## config.mk

```make
export PLATFORM = sky130hd
export DESIGN_NAME = keypad_matrix_scan
export DESIGN_NICKNAME = d
export VERILOG_FILES = /design/src/rtl/keypad_matrix_scan.sv
export SDC_FILE = /design/constraint.sdc
export NUM_CORES = 1
export LEC_CHECK = 0
export CORE_ASPECT_RATIO = 1.1
export CORE_MARGIN = 4
export CORE_UTILIZATION = 60
export DETAILED_ROUTE_END_ITERATION = 10
export DONT_BUFFER_PORTS = 1
export MAX_ROUTING_LAYER = met4
export PLACE_DENSITY = 0.85
export SLEW_MARGIN = 20
export SYNTH_ARGS = -nofsm -noshare
export SYNTH_HDL_FRONTEND = slang
export SYNTH_SLANG_ARGS = --single-unit
```

## constraint.sdc

```tcl
create_clock -name clk -period 3.3 [get_ports clk]
set_input_delay 0.66 -clock clk [delete_from_list [all_inputs] [get_ports clk]]
set_output_delay 0.66 -clock clk [all_outputs]
set_load 0.05 [all_outputs]
```

## src/rtl/keypad_matrix_scan.sv

```systemverilog
// Matrix keypad scanner: one-hot row drive, whole-frame debounce, debounced key bitmap,
// and a small press/release event FIFO with a valid/ready head.
module keypad_matrix_scan #(
  parameter int ROWS     = 4,
  parameter int COLS     = 3,
  parameter int DEBOUNCE = 20,
  parameter int EV_DEPTH = 4,
  localparam int N  = ROWS * COLS,
  localparam int KW = (N > 1) ? $clog2(N) : 1,
  localparam int LW = $clog2(EV_DEPTH) + 1
) (
  input  logic            clk,
  input  logic            rst_n,
  input  logic            en,
  input  logic [COLS-1:0] keypadc,
  output logic [ROWS-1:0] keypadr,
  output logic [N-1:0]    pressed,
  output logic            event_valid,
  input  logic            event_ready,
  output logic [KW-1:0]   event_key,
  output logic            event_press,
  output logic [LW-1:0]   ev_level
);

  localparam int RW = (ROWS > 1) ? $clog2(ROWS) : 1;
  localparam int PW = (EV_DEPTH > 1) ? $clog2(EV_DEPTH) : 1;

  logic [RW-1:0]   row_reg;
  logic [ROWS-1:0] drive_reg;
  logic [COLS-1:0] frame_cur_reg [ROWS];
  logic [N-1:0]    frame_prev_reg;
  logic [N-1:0]    pressed_reg;
  logic [N-1:0]    pending_reg;
  logic [N-1:0]    pending_next;
  logic [N-1:0]    frame_full;
  logic [7:0]      cnt_reg;

  logic last_row;
  logic frame_same;
  logic commit;

  // The completed frame takes its top row straight from the live column sense.
  genvar gi;
  generate
    for (gi = 0; gi < ROWS - 1; gi++) begin : g_frame
      assign frame_full[gi*COLS +: COLS] = frame_cur_reg[gi];
    end
  endgenerate
  assign frame_full[(ROWS-1)*COLS +: COLS] = keypadc;

  assign last_row   = (row_reg == RW'(ROWS - 1));
  assign frame_same = (frame_full == frame_prev_reg);
  assign commit     = en && last_row && frame_same && (cnt_reg == 8'(DEBOUNCE - 1));

  always_ff @(posedge clk or negedge rst_n) begin
    if (!rst_n) begin
      row_reg        <= '0;
      drive_reg      <= ROWS'(1);
      frame_prev_reg <= '0;
      pressed_reg    <= '0;
      cnt_reg        <= '0;
      for (int i = 0; i < ROWS; i++) frame_cur_reg[i] <= '0;
    end else if (en) begin
      frame_cur_reg[row_reg] <= keypadc;
      if (last_row) begin
        row_reg        <= '0;
        drive_reg      <= ROWS'(1);
        frame_prev_reg <= frame_full;
        if (!frame_same || cnt_reg == 8'(DEBOUNCE - 1)) cnt_reg <= '0;
        else cnt_reg <= cnt_reg + 8'd1;
        if (commit) pressed_reg <= frame_full;
      end else begin
        row_reg   <= row_reg + RW'(1);
        drive_reg <= drive_reg << 1;
      end
    end
  end

  // Event side: lowest pending key wins, one push per cycle, independent of en.
  logic [KW:0]   mem [EV_DEPTH];
  logic [PW-1:0] wr_ptr_reg;
  logic [PW-1:0] rd_ptr_reg;
  logic [LW-1:0] level_reg;
  logic [LW-1:0] level_next;
  logic [KW-1:0] sel_k;
  logic          sel_found;
  logic          fifo_full;
  logic          push;
  logic          pop;
  logic [N-1:0]  clear_mask;
  logic [KW:0]   head;

  always_comb begin
    sel_found = 1'b0;
    sel_k     = '0;
    for (int i = N - 1; i >= 0; i--) begin
      if (pending_reg[i]) begin
        sel_found = 1'b1;
        sel_k     = KW'(i);
      end
    end
  end

  assign fifo_full  = (level_reg == LW'(EV_DEPTH));
  assign pop        = (level_reg != '0) && event_ready;
  assign push       = sel_found && (!fifo_full || pop);
  assign clear_mask = push ? (N'(1) << sel_k) : '0;

  always_comb begin
    pending_next = pending_reg & ~clear_mask;
    if (commit) pending_next = pending_next ^ (frame_full ^ pressed_reg);
  end

  always_comb begin
    level_next = level_reg;
    case ({push, pop})
      2'b10:   level_next = level_reg + LW'(1);
      2'b01:   level_next = level_reg - LW'(1);
      default: level_next = level_reg;
    endcase
  end

  always_ff @(posedge clk or negedge rst_n) begin
    if (!rst_n) begin
      pending_reg <= '0;
      wr_ptr_reg  <= '0;
      rd_ptr_reg  <= '0;
      level_reg   <= '0;
    end else begin
      pending_reg <= pending_next;
      level_reg   <= level_next;
      if (push) wr_ptr_reg <= wr_ptr_reg + PW'(1);
      if (pop)  rd_ptr_reg <= rd_ptr_reg + PW'(1);
    end
  end

  always_ff @(posedge clk) begin
    if (push) mem[wr_ptr_reg] <= {sel_k, pressed_reg[sel_k]};
  end

  assign head        = mem[rd_ptr_reg];
  assign keypadr     = drive_reg;
  assign pressed     = pressed_reg;
  assign event_valid = (level_reg != '0);
  assign event_key   = event_valid ? head[KW:1] : '0;
  assign event_press = event_valid ? head[0] : 1'b0;
  assign ev_level    = level_reg;

endmodule

```

==> results.py, run 1 <==
metrics = {
    "status": {
        "outcome": "completed",
    },
    "power_and_ir_drop": {
        "clockPowerShare_pct": 25.9,
        "p_int_mw": 1.91,
        "cellPowerDensity_nw_per_um2": 642,
        "p_leak_nw": 2.05,
        "switchingPower_mw": 1.02,
        "swShare_pct": 34.7,
        "seqPwrFrac_pct": 52.8,
        "combPwrFrac_pct": 21.3,
        "peakVddDrop_mv": 0.496,
    },
    "yosys": {
        "ys_warn_count": 0,
        "synth_nets": 389,
        "synth-seq-cells": 86,
        "async_reset_ff_share_pct": 76.7,
        "yosysTopAreaCell": "dfrtp_1",
        "netlist_instances": 371,
        "synth_area_sq_um": 4240,
        "syn_avg_cell_area_sq_um": 11.4,
        "synth_area_leaders": "dfrtp_1, edfxtp_1, xor2_1",
        "synth_top_area_share_pct": 38.4,
        "yosysSeqAreaShare_pct": 53.2,
        "ys_types": 57,
        "synth-edff-count": 20,
        "synth_top_flop_cell": "dfrtp_1",
    },
    "route": {
        "wl_met2_um": 4050,
        "wl_per_cell_um": 17.1,
        "vias": 2608,
        "dr_wl_met3_um": 364,
        "maxUsedRoutingLayer": "met4",
        "vias_per_cell": 5.65,
        "wl_um": 7920,
        "met1_length_um": 3340,
        "drt_iter0_drc": 172,
        "drc": 0,
        "drtPass1Iterations": 4,
        "ant_nets": 0,
    },
    "timing": {
        "finalMaxSlewViolations": 0,
        "finalCriticalPeriod_ns": 2.85,
        "tightest_slew_ns": 0.789,
        "rsz0062_at_grt": "false",
        "relSlewSlack_pct": 46.9,
        "fin_crit_sh_pct": 86.5,
        "setup_viol": 0,
        "finalSetupTns_ns": 0,
        "skew_ns": 0.0136,
        "hold_viol_final": 0,
        "max_freq_ghz": 0.350,
    },
    "clocking": {
        "cts_max_level": 3,
        "cts_buffers": 9,
        "ctsResizeCount": 0,
        "postCtsSetupBuffers": 0,
        "numClockSinks": 86,
        "cts_hold_buf": 1,
        "clk_latency_ns": 0.36,
        "clockBufferDepth": 2,
        "clockRootBuffer": "clkbuf_8",
        "clkTransAtPathRegs_ns": 0.09,
        "cts_tree": "done",
    },
    "die": {
        "die_x_um": 88.1,
        "core_sq_um": 6710,
        "die_h_um": 96.1,
        "num_rows": 31,
        "io-pin-count": 32,
        "initial_utilization_pct": 63.1,
        "die_area_sq_um": 8470,
    },
    "finish": {
        "final_nets": 393,
        "n_fill_cell": 456,
        "synthToLayoutAreaGrowth_pct": 7.41,
        "largest_reg_flops": 20,
        "top_register": "mem",
        "mostFrequentLayoutCells": "nand2_1, dfrtp_1, xor2_1",
        "drive_gt1_share_pct": 14.2,
        "multiInputGateArea_sq_um": 1850,
        "design_area_sq_um": 4550,
        "fin_util_pct": 67.8,
        "diodes": 0,
        "seq_area_sq_um": 2250,
    },
    "min_path": {
        "hp-class": "input port to async pin",
    },
    "global_route": {
        "grt_max_degree": 66,
        "grt_pass1_wl_um": 13000,
        "grt_pass1_vias": 2700,
        "grt.total_usage_pct": 21.2,
        "antenna_found_initial": 0,
        "grt_overflow": 0,
    },
    "setup_path": {
        "critPathMaxFanout": 9,
        "critPathLaunchType": "register",
        "arrival_ns": 3.13,
        "crit_type": "register to register",
        "cp.required_ns": 3.57,
        "worst_setup_path_end_kind": "register",
    },
    "placed_design": {
        "portBuffers": 0,
        "place.gp.congestion": 0.923,
        "hpwl_um": 5570,
        "placed_area_sq_um": 4320,
    },
    "flow_run": {
        "max-cap-violations": 0,
    },
}
-- path summary, 6_finish.rpt --
path	slack, ns	from	cells after the start	endpoint
max in group asynchronous	2.86	rst_n	1	wr_ptr_reg[1]$_DFFE_PN0P_
min in group clk	0.38	en	1	keypadr[0]$_DFFE_PN1P_
min	0.14	rst_n	0	keypadr[0]$_DFFE_PN1P_
min reg2reg	0.50	frame_prev_reg[11]$_DFFE_PN0P_	2	frame_prev_reg[11]$_DFFE_PN0P_
max reg2reg	0.45	pending_reg[8]$_DFF_PN0_	9	ev_level[2]$_DFFE_PN0P_
max	0.45	pending_reg[8]$_DFF_PN0_	9	ev_level[2]$_DFFE_PN0P_
-- critical path, cell delays in order, from the launching register on --
cell and delay [ns]:
dfrtp_1 0.43, nor4_1 0.72, a21oi_1 0.38, inv_1 0.19
ha_1 0.19, inv_1 0.06, fa_1 0.37, xor2_1 0.15
nor2_1 0.13, xor2_1 0.15
-- cells in the mapped netlist, types with 2 or more instances --
cell type / n
a21oi_1: 3
and2_1: 12
buf_2: 2
clkbuf_1: 10
dfrtp_1: 65
edfxtp_1: 20
ha_1: 10
inv_1: 17
inv_2: 3
mux2_1: 8
mux2_2: 14
mux2i_1: 4
mux4_2: 5
nand2_1: 65
nand2b_1: 4
nand3_1: 3
nor2_1: 11
nor2b_1: 4
nor3_1: 2
nor4_1: 5
o21ai_0: 10
o21ai_1: 8
o22ai_1: 4
o31ai_1: 2
or2_1: 2
or3_1: 3
xnor2_1: 4
xor2_1: 42
-- final cells by class --
| type | instances | share of cell area [%] |
|---|---|---|
| clock buffer | 10 | 2.81 |
| clock inverter | 6 | 1.54 |
| inverter | 20 | 1.65 |
| multi-input combinational | 251 | 40.6 |
| sequential | 86 | 49.5 |
| tap | 82 | 2.26 |
| timing repair buffer | 7 | 1.60 |
-- metal layers --
metal,global-route usage [%],vias to the layer above
li1,-,1276
met1,25.9,1269
met2,34.0,51
met3,5.14,12
met4,8.44,0
met5,-,-
-- power by group through the flow --
stage	sequential [mW]	combinational [mW]	clock (mW)
final	1.54	0.623	0.757
after detailed placement	1.56	0.604	0
after floorplan	1.54	0.478	0
after global routing	1.57	0.701	0.813
after CTS	1.54	0.633	0.765
after global placement	1.55	0.580	0
-- per-stage QoR --
| stage | total power, mW | cells | hold WS [ns] | setup WS (ns) |
|---|---|---|---|---|
| 3_5_place_dp | 2.17 | 445 | 0.366 | 0.493 |
| 4_1_cts | 2.94 | 462 | 0.118 | 0.454 |
| 6_report | 2.92 | 462 | 0.137 | 0.447 |
| 2_1_floorplan | 2.01 | 371 | 0.364 | 0.609 |
| 3_3_place_gp | 2.13 | 445 | 0.366 | 0.620 |
| 5_1_grt | 3.08 | 462 | 0.106 | 0.260 |
-- kinds of logic (layout without fill, tap and decap cells) --
logic type	Yosys count	in the layout	share of synthesized area [%]
and+or+nand+nor	124	124	14.5
DFF	86	86	53.2
xor gates and xnor gates	46	46	9.51
AOI/OAI and AO/OA	39	39	6.71
buffers and inverters	34	43	3.16
muxes	31	31	9.45
adders and majority gates	11	11	3.43
No activity file was read; power rests on OpenSTA's default activity.
==> run 2, diff against run 1 <==
--- a/config.mk
+++ b/config.mk
@@ -5,9 +5,9 @@
 export SDC_FILE = /design/constraint.sdc
 export NUM_CORES = 1
 export LEC_CHECK = 0
-export CORE_ASPECT_RATIO = 1.1
-export CORE_MARGIN = 4
+export CORE_MARGIN = 10
 export CORE_UTILIZATION = 60
+export CTS_CLUSTER_SIZE = 20
 export DETAILED_ROUTE_END_ITERATION = 10
 export DONT_BUFFER_PORTS = 1
 export MAX_ROUTING_LAYER = met4
==> run 2 against run 1 <==
  * Flip-flop and latch count stayed put
  * Core utilization decreased by 1.1 points
  * Non-clock buffer count rose by 2
  * Fmax increased by 4.2%
  * Combinational power is 2% higher
  * Worst hold slack better by 0.00078 ns
  * Clock-buffer cell count did not move
  * Wire length up 2.9%
  * Critical endpoint unchanged
  * Highest routed layer unchanged
==> results.py, run 2 (synthesis results as in run 1) <==
metrics = {
    "status": {
        "outcome": "completed",
    },
    "route": {
        "wl_um": 8150,
        "drc": 0,
        "drtPass1Iterations": 5,
        "drt_iter0_drc": 108,
        "vias": 2625,
        "vias_per_cell": 5.49,
        "ant_nets": 0,
        "wl_per_cell_um": 17.1,
    },
    "setup_path": {
        "cpPeakStageDelay_ns": 0.66,
        "worst_setup_path_end_kind": "register",
        "path_cells": "or4_1 > nor2_1 > a21oi_1 > inv_1 > ha_1 > inv_1 > fa_1 > xor2_1 > nor2_1 > xor2_1",
        "arrival_ns": 3.01,
        "critPathSlowestCell": "or4_1",
        "cp_num_buf_inv": 2,
        "critPathMaxFanout": 9,
        "ff2ff_setup_slack_ns": 0.56,
        "crit_type": "register to register",
        "cp.required_ns": 3.57,
        "critPathLaunchType": "register",
        "crit_family": "simple AND/OR/NAND/NOR gates",
    },
    "die": {
        "core_sq_um": 6830,
        "die_h_um": 104,
        "initial_utilization_pct": 62.0,
        "num_rows": 30,
        "die_area_sq_um": 10800,
        "io-pin-count": 32,
        "die_x_um": 104,
    },
    "clocking": {
        "clockBufferDepth": 2,
        "cts_tree": "done",
        "ctsResizeCount": 0,
        "numClockSinks": 86,
        "clockRootBuffer": "clkbuf_8",
        "cts_buffers": 9,
        "cts_max_level": 3,
        "clk_latency_ns": 0.35,
        "clkTransAtPathRegs_ns": 0.09,
    },
    "timing": {
        "tightest_slew_ns": 0.620,
        "skew_ns": 0.0142,
        "relSlewSlack_pct": 58.6,
        "rsz0062_at_grt": "false",
        "finalMaxSlewViolations": 0,
        "setup_slack_ns": 0.561,
        "finalSetupTns_ns": 0,
        "setup_viol": 0,
        "hold_viol_final": 0,
        "max_freq_ghz": 0.365,
        "fin_crit_sh_pct": 83.0,
        "finalCriticalPeriod_ns": 2.74,
    },
    "finish": {
        "top_register": "mem",
        "drive_gt1_share_pct": 14.7,
        "fin_util_pct": 66.7,
        "final_nets": 395,
        "mostFrequentLayoutCells": "nand2_1, dfrtp_1, xor2_1",
        "largest_reg_flops": 20,
        "diodes": 0,
        "synthToLayoutAreaGrowth_pct": 7.65,
    },
    "global_route": {
        "grt_pass1_vias": 2730,
        "grt_overflow": 0,
        "grt_max_degree": 60,
        "grt.total_usage_pct": 15.9,
        "antenna_found_initial": 0,
        "grt_pass1_wl_um": 13600,
    },
    "placed_design": {
        "dpl_worst_slack_ns": 0.624,
        "portBuffers": 0,
        "hpwl_um": 5820,
        "place.gp.congestion": 0.914,
    },
    "flow_run": {
        "max-cap-violations": 0,
    },
    "power_and_ir_drop": {
        "peakVddDrop_mv": 0.405,
        "cellPowerDensity_nw_per_um2": 621,
        "p_leak_nw": 2.05,
    },
    "min_path": {
        "hp-class": "input port to async pin",
    },
}
==> run 2: changes by cell type in the layout (fill, tap and decap cells not counted), sizes merged <==
| cell | before | now |
|---|---|---|
| buf | 7 | 8 |
| bufinv | 1 | 0 |
| clkinvlp | 1 | 2 |
| dlygate4sd3 | 0 | 1 |
==> run 2: report_power, final <==
| group | internal [mW] | leakage (nW) | total [mW] | switching, mW |
|---|---|---|---|---|
| Clock | 0.281 | 0.0866 | 0.654 | 0.373 |
| Sequential | 1.26 | 1.10 | 1.54 | 0.279 |
| Combinational | 0.292 | 0.863 | 0.635 | 0.343 |
| Total | 1.84 | 2.05 | 2.83 | 0.995 |
==> run 2: layout make-up <==
type / count / area, sq um
Inverter: 20 / 75.1
Clock buffer: 10 / 129
Multi-Input combinational cell: 251 / 1850
Clock inverter: 6 / 43.8
Fill cell: 498 / 2270
Sequential cell: 86 / 2250
Tap cell: 96 / 120
Timing Repair Buffer: 9 / 90.1
==> run 2: routing by layer <==
layer	wire length [um]	vias to the layer above	track usage, %
met3	408	21	4.15
met4	172	0	6.86
met1	3380	1283	17.8
met2	4190	50	26.3
li1	-	1271	-
met5	0	-	-
==> run 2: worst register-to-register path, stage by stage, from the launching register on <==
cell,delay (ns)
dfrtp_1,0.44
or4_1,0.66
nor2_1,0.15
a21oi_1,0.19
inv_1,0.13
ha_1,0.19
inv_1,0.07
fa_1,0.39
xor2_1,0.15
nor2_1,0.11
xor2_1,0.16
==> run 2: final timing paths <==
check / from / to / cells past startpoint
min reg2reg: frame_prev_reg[3]$_DFFE_PN0P_ / frame_prev_reg[3]$_DFFE_PN0P_ / 2
max reg2reg: pending_reg[6]$_DFF_PN0_ / ev_level[2]$_DFFE_PN0P_ / 10
max in group asynchronous: rst_n / frame_prev_reg[1]$_DFFE_PN0P_ / 1
min in group clk: en / keypadr[0]$_DFFE_PN1P_ / 1
min: rst_n / keypadr[0]$_DFFE_PN1P_ / 0
max: pending_reg[6]$_DFF_PN0_ / ev_level[2]$_DFFE_PN0P_ / 10
==> run 2: stage by stage <==
| step | hold slack (ns) | instances | total power [mW] | area (sq um) |
|---|---|---|---|---|
| 5_1_grt | 0.114 | 478 | 3.00 | 4560 |
| 2_1_floorplan | 0.364 | 371 | 2.01 | 4240 |
| 6_report | 0.138 | 478 | 2.83 | 4560 |
| 3_3_place_gp | 0.367 | 460 | 2.13 | 4350 |
| 3_5_place_dp | 0.367 | 460 | 2.18 | 4350 |
| 4_1_cts | 0.128 | 478 | 2.86 | 4560 |
==> run 2: repair_timing <==
item                                   CTS  global route
hold buffers                             2             0
endpoints found under the hold margin   59             0
setup buffers                            0             0
